===== config.mk =====
export PLATFORM = sky130hd
export DESIGN_NAME = mem_bus_arbiter_flat
export DESIGN_NICKNAME = d
export VERILOG_FILES = /design/src/rtl/mem_bus_arbiter_if.sv /design/src/rtl/mem_bus_arbiter.sv /design/src/flat_wrapper.sv
export SDC_FILE = /design/constraint.sdc
export NUM_CORES = 1
export LEC_CHECK = 0
export CAP_MARGIN = 10
export CELL_PAD_IN_SITES_DETAIL_PLACEMENT = 0
export CELL_PAD_IN_SITES_GLOBAL_PLACEMENT = 1
export CORE_UTILIZATION = 12
export DETAILED_ROUTE_END_ITERATION = 6
export PLACE_DENSITY = 0.78
export SYNTH_ARGS = -nofsm -noshare
export SYNTH_HDL_FRONTEND = slang
export SYNTH_SLANG_ARGS = --single-unit

===== constraint.sdc =====
create_clock -name clk -period 1.31 [get_ports clk]
set_input_delay 0.1965 -clock clk [delete_from_list [all_inputs] [get_ports clk]]
set_output_delay 0.1965 -clock clk [all_outputs]
set_load 0.05 [all_outputs]

===== src/rtl/mem_bus_arbiter_if.sv =====
// Purpose: cache-side request/ready signals and main-memory port shared by the
//          i-cache, the d-cache and mem_bus_arbiter.
// Latency: wiring only, no state.
// Backpressure: none here. The arbiter holds each requester with its ready.
// Ports: slave  = arbiter view (drives readies, memory request, gnt, bus_err)
//        master = cache/memory-model view (drives requests, addresses, mem_ready)
interface mem_bus_arbiter_if;
  logic        i_access;
  logic [31:0] i_a;
  logic        i_ready;
  logic        d_access;
  logic        d_write;
  logic [31:0] d_a;
  logic [31:0] d_st_data;
  logic        d_ready;
  logic        mem_ready;
  logic        mem_access;
  logic        mem_write;
  logic [31:0] mem_a;
  logic [31:0] mem_st_data;
  logic [1:0]  gnt;
  logic        bus_err;

  modport slave (
    input  i_access, i_a, d_access, d_write, d_a, d_st_data, mem_ready,
    output i_ready, d_ready, mem_access, mem_write, mem_a, mem_st_data, gnt, bus_err
  );

  modport master (
    output i_access, i_a, d_access, d_write, d_a, d_st_data, mem_ready,
    input  i_ready, d_ready, mem_access, mem_write, mem_a, mem_st_data, gnt, bus_err
  );
endinterface


===== src/rtl/mem_bus_arbiter.sv =====
// Purpose: registered, transaction-locked arbiter between i-cache and d-cache on one memory port.
// Latency: a request seen in IDLE is granted at the next edge. Ready is combinational from mem_ready.
// Backpressure: the requester waits while its ready is low. The grant is held until mem_ready, abort or watchdog.
// Ports: clk, rst (async, active-high), bus (mem_bus_arbiter_if.slave).
// Params: STARVE_LIMIT (1..15) sets how many consecutive contested I grants are allowed before D wins.
//         WDOG_CYCLES (1..255) sets the watchdog timeout in grant cycles.
// Option: define MEM_ARB_WDOG_EN to enable the bus watchdog. Otherwise bus_err is tied 0.
module mem_bus_arbiter #(
  parameter int unsigned STARVE_LIMIT = 4,
  parameter int unsigned WDOG_CYCLES  = 255
) (
  input  logic              clk,
  input  logic              rst,
  mem_bus_arbiter_if.slave  bus
);

  // The state encoding is the gnt output encoding.
  typedef enum logic [1:0] {
    IDLE  = 2'b00,
    GNT_I = 2'b01,
    GNT_D = 2'b10
  } state_e;

  state_e     state_q, state_d;
  logic [3:0] starve_cnt_q, starve_cnt_d;
  logic       granted_access;
  logic       timeout;

  assign granted_access = ((state_q == GNT_I) && bus.i_access) ||
                          ((state_q == GNT_D) && bus.d_access);

`ifdef MEM_ARB_WDOG_EN
  logic [7:0] wdog_cnt_q, wdog_cnt_d;

  // Every grant is entered from IDLE, so clearing the counter in IDLE clears it on grant entry.
  // The timeout fires in the cycle in which the count would reach WDOG_CYCLES.
  // An aborted request exits through the abort path and never times out.
  always_comb begin
    wdog_cnt_d = wdog_cnt_q;
    timeout    = 1'b0;
    if (state_q == IDLE) begin
      wdog_cnt_d = 8'd0;
    end else if (granted_access && !bus.mem_ready) begin
      wdog_cnt_d = wdog_cnt_q + 8'd1;
      if (({1'b0, wdog_cnt_q} + 9'd1) == 9'(WDOG_CYCLES)) begin
        timeout = 1'b1;
      end
    end
  end
`else
  logic wdog_cfg_unused;
  assign wdog_cfg_unused = (WDOG_CYCLES == 0);
  assign timeout         = 1'b0;
`endif

  // Next-state and starvation bookkeeping
  always_comb begin
    state_d      = state_q;
    starve_cnt_d = starve_cnt_q;
    case (state_q)
      IDLE: begin
        if (bus.i_access && bus.d_access) begin
          if (starve_cnt_q == 4'(STARVE_LIMIT)) begin
            state_d      = GNT_D;
            starve_cnt_d = 4'd0;
          end else begin
            state_d      = GNT_I;
            starve_cnt_d = starve_cnt_q + 4'd1;
          end
        end else if (bus.i_access) begin
          state_d = GNT_I;
        end else if (bus.d_access) begin
          state_d      = GNT_D;
          starve_cnt_d = 4'd0;
        end
      end
      GNT_I: begin
        if (!bus.i_access || bus.mem_ready || timeout) state_d = IDLE;
      end
      GNT_D: begin
        if (!bus.d_access || bus.mem_ready || timeout) state_d = IDLE;
      end
      default: state_d = IDLE;
    endcase
  end

  // The bus mux follows the registered grant only. An asynchronous reset forces IDLE,
  // so every output drops to 0 at once.
  always_comb begin
    bus.mem_access  = 1'b0;
    bus.mem_write   = 1'b0;
    bus.mem_a       = 32'd0;
    bus.mem_st_data = 32'd0;
    bus.i_ready     = 1'b0;
    bus.d_ready     = 1'b0;
    case (state_q)
      GNT_I: begin
        bus.mem_access = bus.i_access;
        bus.mem_a      = bus.i_a;
        bus.i_ready    = bus.mem_ready || timeout;
      end
      GNT_D: begin
        bus.mem_access  = bus.d_access;
        bus.mem_write   = bus.d_write;
        bus.mem_a       = bus.d_a;
        bus.mem_st_data = bus.d_st_data;
        bus.d_ready     = bus.mem_ready || timeout;
      end
      default: ;
    endcase
  end

  assign bus.gnt     = state_q;
  assign bus.bus_err = timeout;

  always_ff @(posedge clk or posedge rst) begin
    if (rst) begin
      state_q      <= IDLE;
      starve_cnt_q <= 4'd0;
`ifdef MEM_ARB_WDOG_EN
      wdog_cnt_q   <= 8'd0;
`endif
    end else begin
      state_q      <= state_d;
      starve_cnt_q <= starve_cnt_d;
`ifdef MEM_ARB_WDOG_EN
      wdog_cnt_q   <= wdog_cnt_d;
`endif
    end
  end

endmodule


===== src/flat_wrapper.sv =====
// flat-port wrapper written by rule: the top's interface ports become plain ports
module mem_bus_arbiter_flat 
#(
  parameter int unsigned STARVE_LIMIT = 4,
  parameter int unsigned WDOG_CYCLES  = 255
)
  (clk, rst, bus_i_access, bus_i_a, bus_d_access, bus_d_write, bus_d_a, bus_d_st_data, bus_mem_ready, bus_i_ready, bus_d_ready, bus_mem_access, bus_mem_write, bus_mem_a, bus_mem_st_data, bus_gnt, bus_bus_err);
  mem_bus_arbiter_if bus_i ();
  input  logic clk;
  input  logic rst;
  input wire logic [$bits(bus_i.i_access)-1:0] bus_i_access;
  input wire logic [$bits(bus_i.i_a)-1:0] bus_i_a;
  input wire logic [$bits(bus_i.d_access)-1:0] bus_d_access;
  input wire logic [$bits(bus_i.d_write)-1:0] bus_d_write;
  input wire logic [$bits(bus_i.d_a)-1:0] bus_d_a;
  input wire logic [$bits(bus_i.d_st_data)-1:0] bus_d_st_data;
  input wire logic [$bits(bus_i.mem_ready)-1:0] bus_mem_ready;
  output wire logic [$bits(bus_i.i_ready)-1:0] bus_i_ready;
  output wire logic [$bits(bus_i.d_ready)-1:0] bus_d_ready;
  output wire logic [$bits(bus_i.mem_access)-1:0] bus_mem_access;
  output wire logic [$bits(bus_i.mem_write)-1:0] bus_mem_write;
  output wire logic [$bits(bus_i.mem_a)-1:0] bus_mem_a;
  output wire logic [$bits(bus_i.mem_st_data)-1:0] bus_mem_st_data;
  output wire logic [$bits(bus_i.gnt)-1:0] bus_gnt;
  output wire logic [$bits(bus_i.bus_err)-1:0] bus_bus_err;
  assign bus_i.i_access = bus_i_access;
  assign bus_i.i_a = bus_i_a;
  assign bus_i.d_access = bus_d_access;
  assign bus_i.d_write = bus_d_write;
  assign bus_i.d_a = bus_d_a;
  assign bus_i.d_st_data = bus_d_st_data;
  assign bus_i.mem_ready = bus_mem_ready;
  assign bus_i_ready = bus_i.i_ready;
  assign bus_d_ready = bus_i.d_ready;
  assign bus_mem_access = bus_i.mem_access;
  assign bus_mem_write = bus_i.mem_write;
  assign bus_mem_a = bus_i.mem_a;
  assign bus_mem_st_data = bus_i.mem_st_data;
  assign bus_gnt = bus_i.gnt;
  assign bus_bus_err = bus_i.bus_err;
  mem_bus_arbiter #(.STARVE_LIMIT(STARVE_LIMIT), .WDOG_CYCLES(WDOG_CYCLES)) u_core (.clk(clk), .rst(rst), .bus(bus_i));
endmodule

==> summary.txt, run 1 <==
Floorplanning
  • Initial Utilization: 12.60%
  • X dimension of the die: 101.2 µm
  • Core region area: 9371 µm²
  • I/O pin total: 173
  • Die span in y: 101.2 µm
  • Full die area: 10240 µm²
  • Row count: 35

Drt
  • WL met2: 4014 µm
  • Via Count: 1905
  • Starting DRC count in detailed routing: 27
  • Drt first pass iters: 3
  • DRT antenna net count: 0
  • M1 WL: 2459 µm
  • Per-cell routed wire length: 15.19 µm
  • Max layer used: met4
  • Routed wl met3: 546 µm
  • Vias/cell: 4.053
  • DRT Wirelength: 7138 µm
  • # DRC: 0

Logic synthesis
  • Syn Inst Count: 158
  • Sequential share of the synthesized area: 12.71%
  • Area contributors post-synth: a22oi_1, and2_1, nor2b_1
  • Syn Std Cell Area: 1181 µm²
  • Yosys top cell area share: 20.34%
  • #FFs+latches synth: 6
  • Syn nets: 265
  • Syn avg cell area: 7.476 µm²
  • Yosys warning count: 0
  • Area leader, netlist: a22oi_1
  • Library cells used by synthesis: 29

Clock tree
  • CTS root buffer: clkbuf_8
  • Worst-Skew Late Latency: 0.24 ns
  • CTS buffer count: 3
  • CTS tree: built
  • Clk sink count: 6
  • Max Root-Sink Buffers: 2
  • Worst-path clk slew: 0.04 ns
  • H-tree levels: 1

Finish
  • Final instance area: 4559 µm²
  • Final #Nets: 449
  • Diode count: 0
  • Share of layout cells above drive strength 1: 61.29%
  • Synth-to-Final Area Change: 286.0%

Power
  • Pwr dens: 2639 nW/µm²
  • Max VDD drop: 1.539 mV
  • Sequential share of power: 3.1%
  • Clock power frac: 2.7%
  • Sw power: 5.581 mW
  • Combinational share of power: 94.3%
  • Leakage: 1.756 nW
  • P_int: 6.450 mW
  • Sw frac: 46.39%

Timing
  • Final Hold Vio Count: 0
  • Fin crit period: 1.762 ns
  • Fin crit share: 134.5%
  • Endpoints failing setup: 70
  • RSZ-0062 raised after global routing: yes
  • Fin. max-slew vios: 0
  • Clock Skew: 0.003644 ns
  • Maximum clock frequency: 0.5676 GHz
  • Post-route setup slack: -0.4518 ns

Status
  • Failing checks: setup timing
  • Status: complete, but fails checks

Global route
  • First-pass GRT wire length: 10390 µm
  • Largest net degree at the start of global routing: 27
  • GRT overflow: 0
  • Total track usage: 13.15%
  • Vias in the first global route: 1964
  • Initial antenna violation count: 0

Critical path
  • Worst stage delay on the critical path: 0.41 ns
  • Crit. End Element: output pin
  • CP Launch Type: register
  • Setup Crit Path Kind: register to output pin
  • Reg-to-reg setup timing slack: -0.43 ns
  • Reg2Reg Depth: 8
  • Reg2reg end: u_core.bus.gnt[1]
  • Crit path DAT: 1.57 ns
  • Slowest cell on crit path: dfrtp_2
  • Crit. path cell count: 6
  • CP Cell Sequence: inv_4 > ha_4 > buf_6 > a22oi_4 > and2b_4 > buf_12
  • End of the critical path: bus_mem_access
  • Critical R2R Launch: u_core.bus.gnt[0]
  • Family with the most delay on the worst path: flip-flops
  • CP Max Fanout: 4
  • Req. time, crit path: 1.11 ns
  • Worst path bufs/invs: 3
  • CP Launch Point: u_core.bus.gnt[1]

Place
  • Dpl hpwl: 5864 µm
  • IO Port Bufs: 171
  • Placed inst area: 4384 µm²
  • Worst slack at placement: -0.2271 ns
  • Routability cong.: 0.7993

Hold path
  • Hold WC Path Type: primary input to async pin

Run
  • Maxcap violations: 0
==> timing repair <==
action / in CTS / in global routing
gates resized for setup: 12 / 0
setup buffers: 4 / 0
pin swaps: 7 / 4
setup endpoints to repair: 70 / 71
cloned: 1 / 2
hold buffers: 0 / 0
==> final cells by class <==
| type | count | area, µm² |
|---|---|---|
| Multi-Input combinational cell | 131 | 1465 |
| Timing Repair Buffer | 195 | 2711 |
| Inverter | 5 | 23.77 |
| Clock buffer | 4 | 45.04 |
| Tap cell | 129 | 161.4 |
| Fill cell | 887 | 4812 |
| Sequential cell | 6 | 152.6 |
==> how the worst min path moves through the flow <==
stage,to,slack [ns],depth (start not counted)
after floorplan,u_core.starve_cnt_q[0],-0.01,1
after global placement,u_core.starve_cnt_q[3],0.44,2
after detailed placement,u_core.starve_cnt_q[3],0.45,2
after CTS,u_core.starve_cnt_q[3],0.19,2
after global routing,u_core.starve_cnt_q[3],0.22,2
final,u_core.starve_cnt_q[3],0.19,2
==> state kept, by name (all words and copies together), names as in the netlist <==
register	flops
u_core.starve_cnt_q	4
u_core.bus.gnt	2
==> cells in the mapped netlist <==
cell	instances
a211o_1	1
a21boi_0	1
a21o_1	1
a21oi_1	1
a22o_1	1
a22oi_1	32
a22oi_4	1
and2_1	35
and2b_1	1
buf_2	5
buf_4	4
buf_6	1
clkbuf_1	3
clkbuf_2	3
conb_1	1
dfrtp_1	6
ha_1	5
inv_1	5
mux2_4	1
mux2i_1	2
nand2_1	4
nand2b_1	2
nand3_1	3
nand4b_1	1
nor2_1	1
nor2b_1	33
o21ai_0	2
o22ai_1	1
o2bb2ai_2	1
==> power groups by stage <==
stage	registers, mW	clock network [mW]	logic (mW)
after floorplan	0.473	0	6.37
after global placement	0.361	0	10.7
after detailed placement	0.366	0	10.8
after CTS	0.367	0.323	11.2
after global routing	0.378	0.336	11.8
final	0.367	0.320	11.3
==> kinds of logic after synthesis <==
kind of cell | Yosys count | synth area share, %
compound gates | 42 | 27.97
fa+ha+maj | 5 | 5.297
buf+inv | 21 | 9.427
flops | 6 | 12.71
mux | 3 | 2.966
other cells | 1 | 0.3175
simple gates | 80 | 41.31
==> metal layers <==
layer,vias up,track usage (%)
li1,909,-
met1,898,13.94
met2,89,26.16
met3,9,2.070
met4,0,4.236
met5,-,0
==> metrics by stage <==
stage	TNS (ns)	hold slack, ns	cells	util [%]	power, mW
after floorplan	-20.35	-0.01268	158	-	6.840
after global placement	-8.762	0.4407	459	46.78	11.10
after detailed placement	-10.78	0.4473	459	46.78	11.20
after CTS	-27.70	0.1943	468	48.26	11.86
after global routing	-30.43	0.2157	470	48.65	12.52
final	-26.73	0.1869	470	48.65	12.03
==> layout by cell type (no fill, tap or decap) <==
cell	n
a211o_1	1
a21boi_0	1
a21o_1	1
a21oi_1	1
a22o_1	1
a22oi_2	32
a22oi_4	1
and2_2	2
and2_4	33
and2b_4	1
buf_12	75
buf_16	1
buf_4	12
buf_6	5
clkbuf_1	1
clkbuf_16	1
clkbuf_8	3
clkdlybuf4s50_1	101
conb_1	1
dfrtp_1	4
dfrtp_2	2
ha_1	2
ha_4	3
inv_1	3
inv_4	2
mux2_4	1
mux2i_1	2
nand2_1	3
nand2_2	1
nand2b_1	2
nand3_1	2
nand3_2	1
nand4b_1	1
nor2_1	1
nor2b_1	1
nor2b_4	32
o21ai_0	2
o22ai_1	1
o2bb2ai_4	1
Power figures use the tool's default switching activity.
==> inputs of run 2 (changes only) <==
--- a/config.mk
+++ b/config.mk
@@ -5,7 +5,7 @@
 export SDC_FILE = /design/constraint.sdc
 export NUM_CORES = 1
 export LEC_CHECK = 0
-export CAP_MARGIN = 10
+export CAP_MARGIN = 25
 export CELL_PAD_IN_SITES_DETAIL_PLACEMENT = 0
 export CELL_PAD_IN_SITES_GLOBAL_PLACEMENT = 1
 export CORE_UTILIZATION = 12
==> results of run 2 <==
Final layout, timing and power as in run 1 (identical DEF).
